### src/rtl/wb_regfile.sv
// wb_regfile -- write-back stage and architectural register file of the
// 8-bit pipelined core.
//
// Takes the WB_* outputs of the MEM/WB pipeline register, selects the
// write-back value (load data or ALU result) and commits it to the register
// file. It also serves two combinational read ports to the ID stage, with
// write-through bypass, and exports commit status and a commit counter.
//
// Optional feature macro: WB_REGFILE_R0_ZERO_EN
//   defined   : register 0 is hardwired to zero. Writes to index 0 are
//               discarded, and reads of index 0 return 0 with no bypass.
//   undefined : register 0 is an ordinary register.
//
// Ports:
//   clk               in   system clock, all state updates on rising edge
//   rst_n             in   synchronous active-low reset
//   WB_mem_data       in   [DW] load data
//   WB_aluout         in   [DW] ALU result
//   WB_reg_write_addr in   [AW] destination register index
//   WB_RegWrite       in   write enable for this instruction
//   WB_MemtoReg       in   1 = write WB_mem_data, 0 = write WB_aluout
//   ID_rs1_addr       in   [AW] read port 1 index
//   ID_rs2_addr       in   [AW] read port 2 index
//   ID_rs1_data       out  [DW] read port 1 data (combinational)
//   ID_rs2_data       out  [DW] read port 2 data (combinational)
//   wb_data           out  [DW] selected write-back value (combinational)
//   wb_fire           out  a commit happened on the previous edge
//   wb_count          out  [CW] saturating commit counter
//   wb_err            out  sticky flag: write attempted to index >= NREGS
module wb_regfile #(
  parameter int NREGS = 8,
  parameter int DW    = 8,
  parameter int AW    = 8,
  parameter int CW    = 16
) (
  input  logic          clk,
  input  logic          rst_n,
  input  logic [DW-1:0] WB_mem_data,
  input  logic [DW-1:0] WB_aluout,
  input  logic [AW-1:0] WB_reg_write_addr,
  input  logic          WB_RegWrite,
  input  logic          WB_MemtoReg,
  input  logic [AW-1:0] ID_rs1_addr,
  input  logic [AW-1:0] ID_rs2_addr,
  output logic [DW-1:0] ID_rs1_data,
  output logic [DW-1:0] ID_rs2_data,
  output logic [DW-1:0] wb_data,
  output logic          wb_fire,
  output logic [CW-1:0] wb_count,
  output logic          wb_err
);

  localparam int IW = (NREGS > 1) ? $clog2(NREGS) : 1;
  // One extra bit so NREGS itself is representable even when NREGS == 2**AW.
  localparam logic [AW:0] NREGS_EXT = (AW+1)'(NREGS);

`ifdef WB_REGFILE_R0_ZERO_EN
  localparam bit R0_ZERO = 1'b1;
`else
  localparam bit R0_ZERO = 1'b0;
`endif

  logic [DW-1:0] regs [NREGS];

  logic [IW-1:0] wr_idx;
  logic [IW-1:0] rs1_idx;
  logic [IW-1:0] rs2_idx;
  logic          wr_in_range;
  logic          rs1_in_range;
  logic          rs2_in_range;
  logic          wr_to_r0;
  logic          commit;
  logic          wr_oob;

  // Range checks use the full address width; only then are the low bits
  // trusted as an array index.
  assign wr_idx       = WB_reg_write_addr[IW-1:0];
  assign rs1_idx      = ID_rs1_addr[IW-1:0];
  assign rs2_idx      = ID_rs2_addr[IW-1:0];
  assign wr_in_range  = {1'b0, WB_reg_write_addr} < NREGS_EXT;
  assign rs1_in_range = {1'b0, ID_rs1_addr} < NREGS_EXT;
  assign rs2_in_range = {1'b0, ID_rs2_addr} < NREGS_EXT;

  assign wb_data  = WB_MemtoReg ? WB_mem_data : WB_aluout;
  assign wr_to_r0 = R0_ZERO && (wr_idx == '0);

  // A discarded write to a hardwired r0 is neither a commit nor an error.
  assign commit = rst_n && WB_RegWrite && wr_in_range && !wr_to_r0;
  assign wr_oob = rst_n && WB_RegWrite && !wr_in_range;

  // commit already implies the write index is in range, so comparing the
  // low index bits is enough for the bypass match. commit is low during
  // reset, so reads then return stored contents.
  always_comb begin
    ID_rs1_data = '0;
    if (rs1_in_range) begin
      if (R0_ZERO && (rs1_idx == '0)) begin
        ID_rs1_data = '0;
      end else if (commit && (wr_idx == rs1_idx)) begin
        ID_rs1_data = wb_data;
      end else begin
        ID_rs1_data = regs[rs1_idx];
      end
    end
  end

  always_comb begin
    ID_rs2_data = '0;
    if (rs2_in_range) begin
      if (R0_ZERO && (rs2_idx == '0)) begin
        ID_rs2_data = '0;
      end else if (commit && (wr_idx == rs2_idx)) begin
        ID_rs2_data = wb_data;
      end else begin
        ID_rs2_data = regs[rs2_idx];
      end
    end
  end

  always_ff @(posedge clk) begin
    if (!rst_n) begin
      for (int i = 0; i < NREGS; i++) begin
        regs[i] <= '0;
      end
      wb_fire  <= 1'b0;
      wb_count <= '0;
      wb_err   <= 1'b0;
    end else begin
      if (commit) begin
        regs[wr_idx] <= wb_data;
      end
      wb_fire <= commit;
      if (commit && (wb_count != '1)) begin
        wb_count <= wb_count + CW'(1);
      end
      if (wr_oob) begin
        wb_err <= 1'b1;
      end
    end
  end

endmodule

### config.mk
export PLATFORM = sky130hd
export DESIGN_NAME = wb_regfile
export DESIGN_NICKNAME = d
export VERILOG_FILES = /design/src/rtl/wb_regfile.sv
export SDC_FILE = /design/constraint.sdc
export NUM_CORES = 1
export LEC_CHECK = 0
export BUFFER_PORTS_ARGS = -buffer_cell sky130_fd_sc_hd__buf_2
export CELL_PAD_IN_SITES_DETAIL_PLACEMENT = 1
export CELL_PAD_IN_SITES_GLOBAL_PLACEMENT = 2
export CORE_MARGIN = 1
export CORE_UTILIZATION = 41
export CTS_BUF_LIST = sky130_fd_sc_hd__clkbuf_8
export CTS_CLUSTER_SIZE = 20
export DETAILED_ROUTE_END_ITERATION = 16
export PLACE_DENSITY = 0.85
export SYNTH_ARGS = -nofsm -noshare
export SYNTH_HDL_FRONTEND = slang
export SYNTH_SLANG_ARGS = --single-unit
### constraint.sdc
create_clock -name clk -period 3.2 [get_ports clk]
set_input_delay 0.64 -clock clk [delete_from_list [all_inputs] [get_ports clk]]
set_output_delay 0.64 -clock clk [all_outputs]
set_load 0.03 [all_outputs]
Word-level counts from Yosys, hierarchy flattened
Memories as Yosys holds them, arrays and structs flattened.
Index checks and enable logic that the tools add are counted.

storage, ports and cells
  output and inout port bits = 42
  memories kept = 1
  word-level logic and storage cells = 31
  bits in registers = 18
  RAM bits = 64

cells by class
  equal/unequal tests = 3
  $lt $le $gt $ge = 3
  reduce and logical (&&, ||, !) cells = 8
  multiplexer cells = 12
  add/subtract/negate cells = 1

memory list
  memory  depth  width  rd ports  clocked after memory_dff  wr ports  RTL line  source
  regs    8      8      2         0                         8         63        logic [DW-1:0] regs [NREGS];

operators by type and width
  kind                                                number
  2-to-1 mux 8 bit                                    6
  < comparator 8 x 4 -> 1 bit, second input constant  3
  adder 16 x 1 -> 16 bit, second input constant       1
  != test 16 bit, second input constant               1
  OR reduction 8 bit                                  1
  equality test 3 bit                                 2
  logical AND 1 bit                                   6
  2-to-1 mux 1 bit                                    5
  2-to-1 mux 3 bit                                    1
  zero test 1 bit                                     1

Depth between registers and ports, before layout
  depth after elaboration = 7
  gate-level depth with buffers = 7
  gate-level depth less buffers = 6

Worst setup path after synthesis
No wires, ideal clock.

  kind = input-to-output
  start point = in WB_reg_write_addr[6]
  end point = out ID_rs2_data[0]
  arrival time = 2.333 ns
  cell stages on the path = 6
  required time = 2.560 ns
  path buffers = 1
  path slack = 0.227 ns
  cell sequence = nor3_2 nand4_4 clkinv_4 nand4_4 buf_2 a211oi_1

between the ends
  word-level cells in the longest chain between the ends = 5

ends and longest elaborated chain
  element                      RTL line  source
  start: declaration           40        input logic [AW-1:0] WB_reg_write_addr,
  < comparator 8 x 4 -> 1 bit  80        assign wr_in_range = {1'b0, WB_reg_write_addr} < NREGS_EXT;
  logical AND 1 bit            88        assign commit = rst_n && WB_RegWrite && wr_in_range && !wr_to_r0;
  logical AND 1 bit            112       end else if (commit && (wr_idx == rs2_idx)) begin
  2-to-1 mux 8 bit             112
  2-to-1 mux 8 bit             109       if (rs2_in_range) begin
  end: declaration             46        output logic [DW-1:0] ID_rs2_data,

Every way passes these cells.

Final worst setup path
  start point = in WB_reg_write_addr[6]
  end point = out ID_rs2_data[7]

The elaborated chain is that of the path after synthesis.

==> impl_metrics.tcl <==
set metrics [dict create \
    ys_types 39 \
    final.setup.tns_ns 0 \
    post_synthesis_area_per_instance_um2 12.3 \
    critical_path.max_stage_delay_ns 0.31 \
    status "complete, no violations" \
    min_path_type "flip-flop to flip-flop" \
    leakage_nw 2.14 \
    initial_cell_density_of_the_core_pct 42.2 \
    min_from "wb_err" \
    synth_fp_nets 417 \
    synth_largest_area_cell "edfxtp_1" \
    clk_path_buf_depth 2 \
    crit_path_cell_trace "buf_2, nor3_2, nand4_4, clkinv_4, nand4_4, a211oi_1, buf_2" \
    wire_length_of_the_first_global_routing_pass_um 19800 \
    timing_worst_setup_path_type "primary input to output pin" \
    reg2regPathDepth 6 \
    tritoncts "built" \
    cp_top_family "simple AND/OR/NAND/NOR gates" \
    rsz0062_at_grt "false" \
    finalSetupViolCount 0 \
    vias_per_cell 5.73 \
    irDropWorstVdd_v 0.000243 \
    start_kind "primary input" \
    rr_startpoint "wb_count[0]" \
    cts.sink_count 82 \
    numCtsBuffers 9 \
    most_area_consuming_cells_after_synthesis "edfxtp_1 (42%), mux4_2 (16%), nor2_1 (8.1%)" \
    synthesis.instances 372 \
    grt_start_max_net_pins 18 \
    die_height_um 108 \
    grt_remaining_overflow 0 \
    synth_sequential_area_ratio_pct 49.9 \
    post_route_cells_drive_above_1_share_pct 35.3 \
    report.final.hold_viol_count 0 \
    part_of_the_cycle_the_worst_path_needs_pct 85.2 \
    wire_per_inst_um 21.1 \
    syn-cell-area_um2 4570 \
    row_count 38 \
    global_route.usage.total_pct 23.4 \
    yosys.area.top_type_share_pct 42.1 \
    port_buffers 85 \
    clkSlewWorstSetupHoldPaths_ns 0.08 \
    grt_pass1_vias 3524 \
    first_pass_iters 5 \
    drc_errors 0 \
    dr.first_iter.drc_count 289 \
    critical-path-slowest-cell "a211oi_1" \
    worstReg2RegEnd "wb_count[12]" \
    post_cts_hold_buffer_count 0 \
    worst_clock_skew_ns 0.00669 \
    r2r_slack_ns 1.37 \
    cts_repair_resize_count 0 \
    layout.nets 510 \
    worst_slew_margin_relative_to_its_limit_pct 62.2 \
    die_w_um 108 \
    worst-slew-pin-transition_ns 0.564 \
    max_cap_violations 0 \
    pwr_density_cell_nw_per_um2 433 \
    drv_slew 0 \
    design.die.area_um2 11600 \
    final_critical_path_time_including_i_o_delays_and_setup_ns 2.73 \
    yosys_warnings 0 \
    cp_max_fo 16 \
    worst-path-buf-inv 3 \
    antenna_found_initial 0 \
    cp.arrival_ns 2.09 \
    via_count 3497 \
    core_area_um2 10800 \
    ctsHtreeMaxLevel 3 \
    ant_nets 0 \
    design.portCount 86 \
    clkLatencyLatePin_ns 0.35 \
    whs_path_depth 2 \
    finalWirelength_um 12900 \
    synth-seq-cells 82 \
    worst-endpoint-required_ns 2.56 \
    place_hpwl_um 9880 \
    num_antenna_cells 0 \
    areaGrowthSynthToFinish_pct 18.9 \
    filler_cell_count 1175 \
    gp_congestion 0.802 \
    min_to "wb_err" \
    cts_root_buf "clkbuf_8" \
    crit_path_end_kind "output pin" \
    post-cts-setup-buffers 0 \
    report.power.total_mw 2.35 \
    timing.fmax_ghz 0.367 \
]
[tightest hold or removal path, stage by stage (launching register included)]
cell	delay, ns
dfxtp_1	0.33
a21oi_1	0.04
nor2_1	0.08
[stage by stage]
stage	setup slack, ns	hold slack (ns)	std cells	instance area [µm²]	utilization, %
CTS	0.433	0.492	610	5430	50.1
detailed placement	0.432	0.463	594	5220	48.1
finish	0.472	0.486	610	5430	50.1
global route	0.322	0.521	610	5430	50.1
floorplan	0.227	0.598	372	4570	-
global placement	0.522	0.453	594	5220	48.1
[synthesized netlist by cell type, drive strengths merged]
library cell	number
nor3	5
nand2b	2
nand2	20
o2111ai	2
edfxtp	64
or2	2
nand3	8
dfxtp	18
clkbuf	5
and2	1
buf	14
clkinv	1
nand4	8
a2111oi	2
ha	1
xnor2	13
o21ai	2
nand4b	2
a21oi	4
a211oi	18
o211a	1
mux2i	27
mux4	32
o211ai	1
xor2	3
nor4	3
or3	3
inv	9
nor2	99
nand3b	2
[worst max-delay path by stage]
| stage | from | endpoint | slack [ns] | depth (start not counted) |
|---|---|---|---|---|
| 4_1_cts | WB_reg_write_addr[6] | ID_rs2_data[7] | 0.43 | 7 |
| 3_3_place_gp | WB_reg_write_addr[6] | ID_rs1_data[7] | 0.52 | 7 |
| 6_report | WB_reg_write_addr[6] | ID_rs2_data[7] | 0.47 | 7 |
| 2_1_floorplan | WB_reg_write_addr[6] | ID_rs2_data[0] | 0.23 | 6 |
| 5_1_grt | WB_reg_write_addr[6] | ID_rs2_data[7] | 0.32 | 7 |
| 3_5_place_dp | WB_reg_write_addr[6] | ID_rs2_data[7] | 0.43 | 7 |
[routing by layer]
metal  track usage [%]  share of wire [%]
met1              31.3                 42
met2              38.3                 49
met3              4.60                7.8
met4              7.53                1.3
met5                 0                  0
[cell families after synthesis]
family	after synthesis	synth area share [%]
xor+xnor	16	3.07
mux	59	21.7
flops	82	49.9
simple gates	155	16.5
buf+inv	29	3.12
fa+ha+maj	1	0.274
compound gates	30	5.45
[power breakdown]
part / switching [mW] / leakage (nW) / internal [mW]
Clock: 0.389 / 0.105 / 0.438
Combinational: 0.178 / 1.28 / 0.134
Sequential: 0.0283 / 0.753 / 1.19
[cell usage in the layout, fill, tap and decap left out, types with 2 or more instances in the layout]
cell type | synthesis | layout
mux4_2 | 32 | 32
xnor2_1 | 13 | 13
bufinv_16 | 0 | 2
a211oi_1 | 17 | 17
nor2_1 | 99 | 99
dfxtp_1 | 18 | 18
clkinv_4 | 1 | 2
edfxtp_1 | 64 | 64
buf_2 | 11 | 85
o21ai_0 | 2 | 2
o2111ai_1 | 2 | 2
nand4_4 | 3 | 3
a2111oi_2 | 2 | 2
nand4_1 | 4 | 4
clkinv_2 | 0 | 2
nor4_2 | 2 | 2
nand2_1 | 20 | 20
a21oi_1 | 4 | 4
nor3_2 | 2 | 2
buf_12 | 0 | 2
buf_4 | 2 | 14
nand4b_1 | 2 | 2
nand2b_1 | 2 | 2
clkinvlp_4 | 0 | 2
xor2_1 | 3 | 3
mux2i_1 | 27 | 27
or3_1 | 3 | 3
inv_1 | 9 | 9
clkbuf_8 | 0 | 9
nand3_1 | 7 | 7
nand3b_2 | 2 | 2
nor3_1 | 3 | 3
[registers in the layout, indices dropped and copies added (netlist names)]
name      cells
regs         64
wb_count     16
wb_err        1
wb_fire       1
[final cells by class]
| type | count | area (µm²) | area share (%) |
|---|---|---|---|
| Clock buffer | 9 | 124 | 2.28 |
| Multi-Input combinational cell | 261 | 2140 | 39.5 |
| Sequential cell | 82 | 2280 | 42.0 |
| Timing Repair Buffer | 101 | 571 | 10.5 |
| Clock inverter | 7 | 93.8 | 1.73 |
| Tap cell | 140 | 175 | 3.22 |
| Inverter | 10 | 42.5 | 0.783 |
No activity file was read; power rests on OpenSTA's default activity.
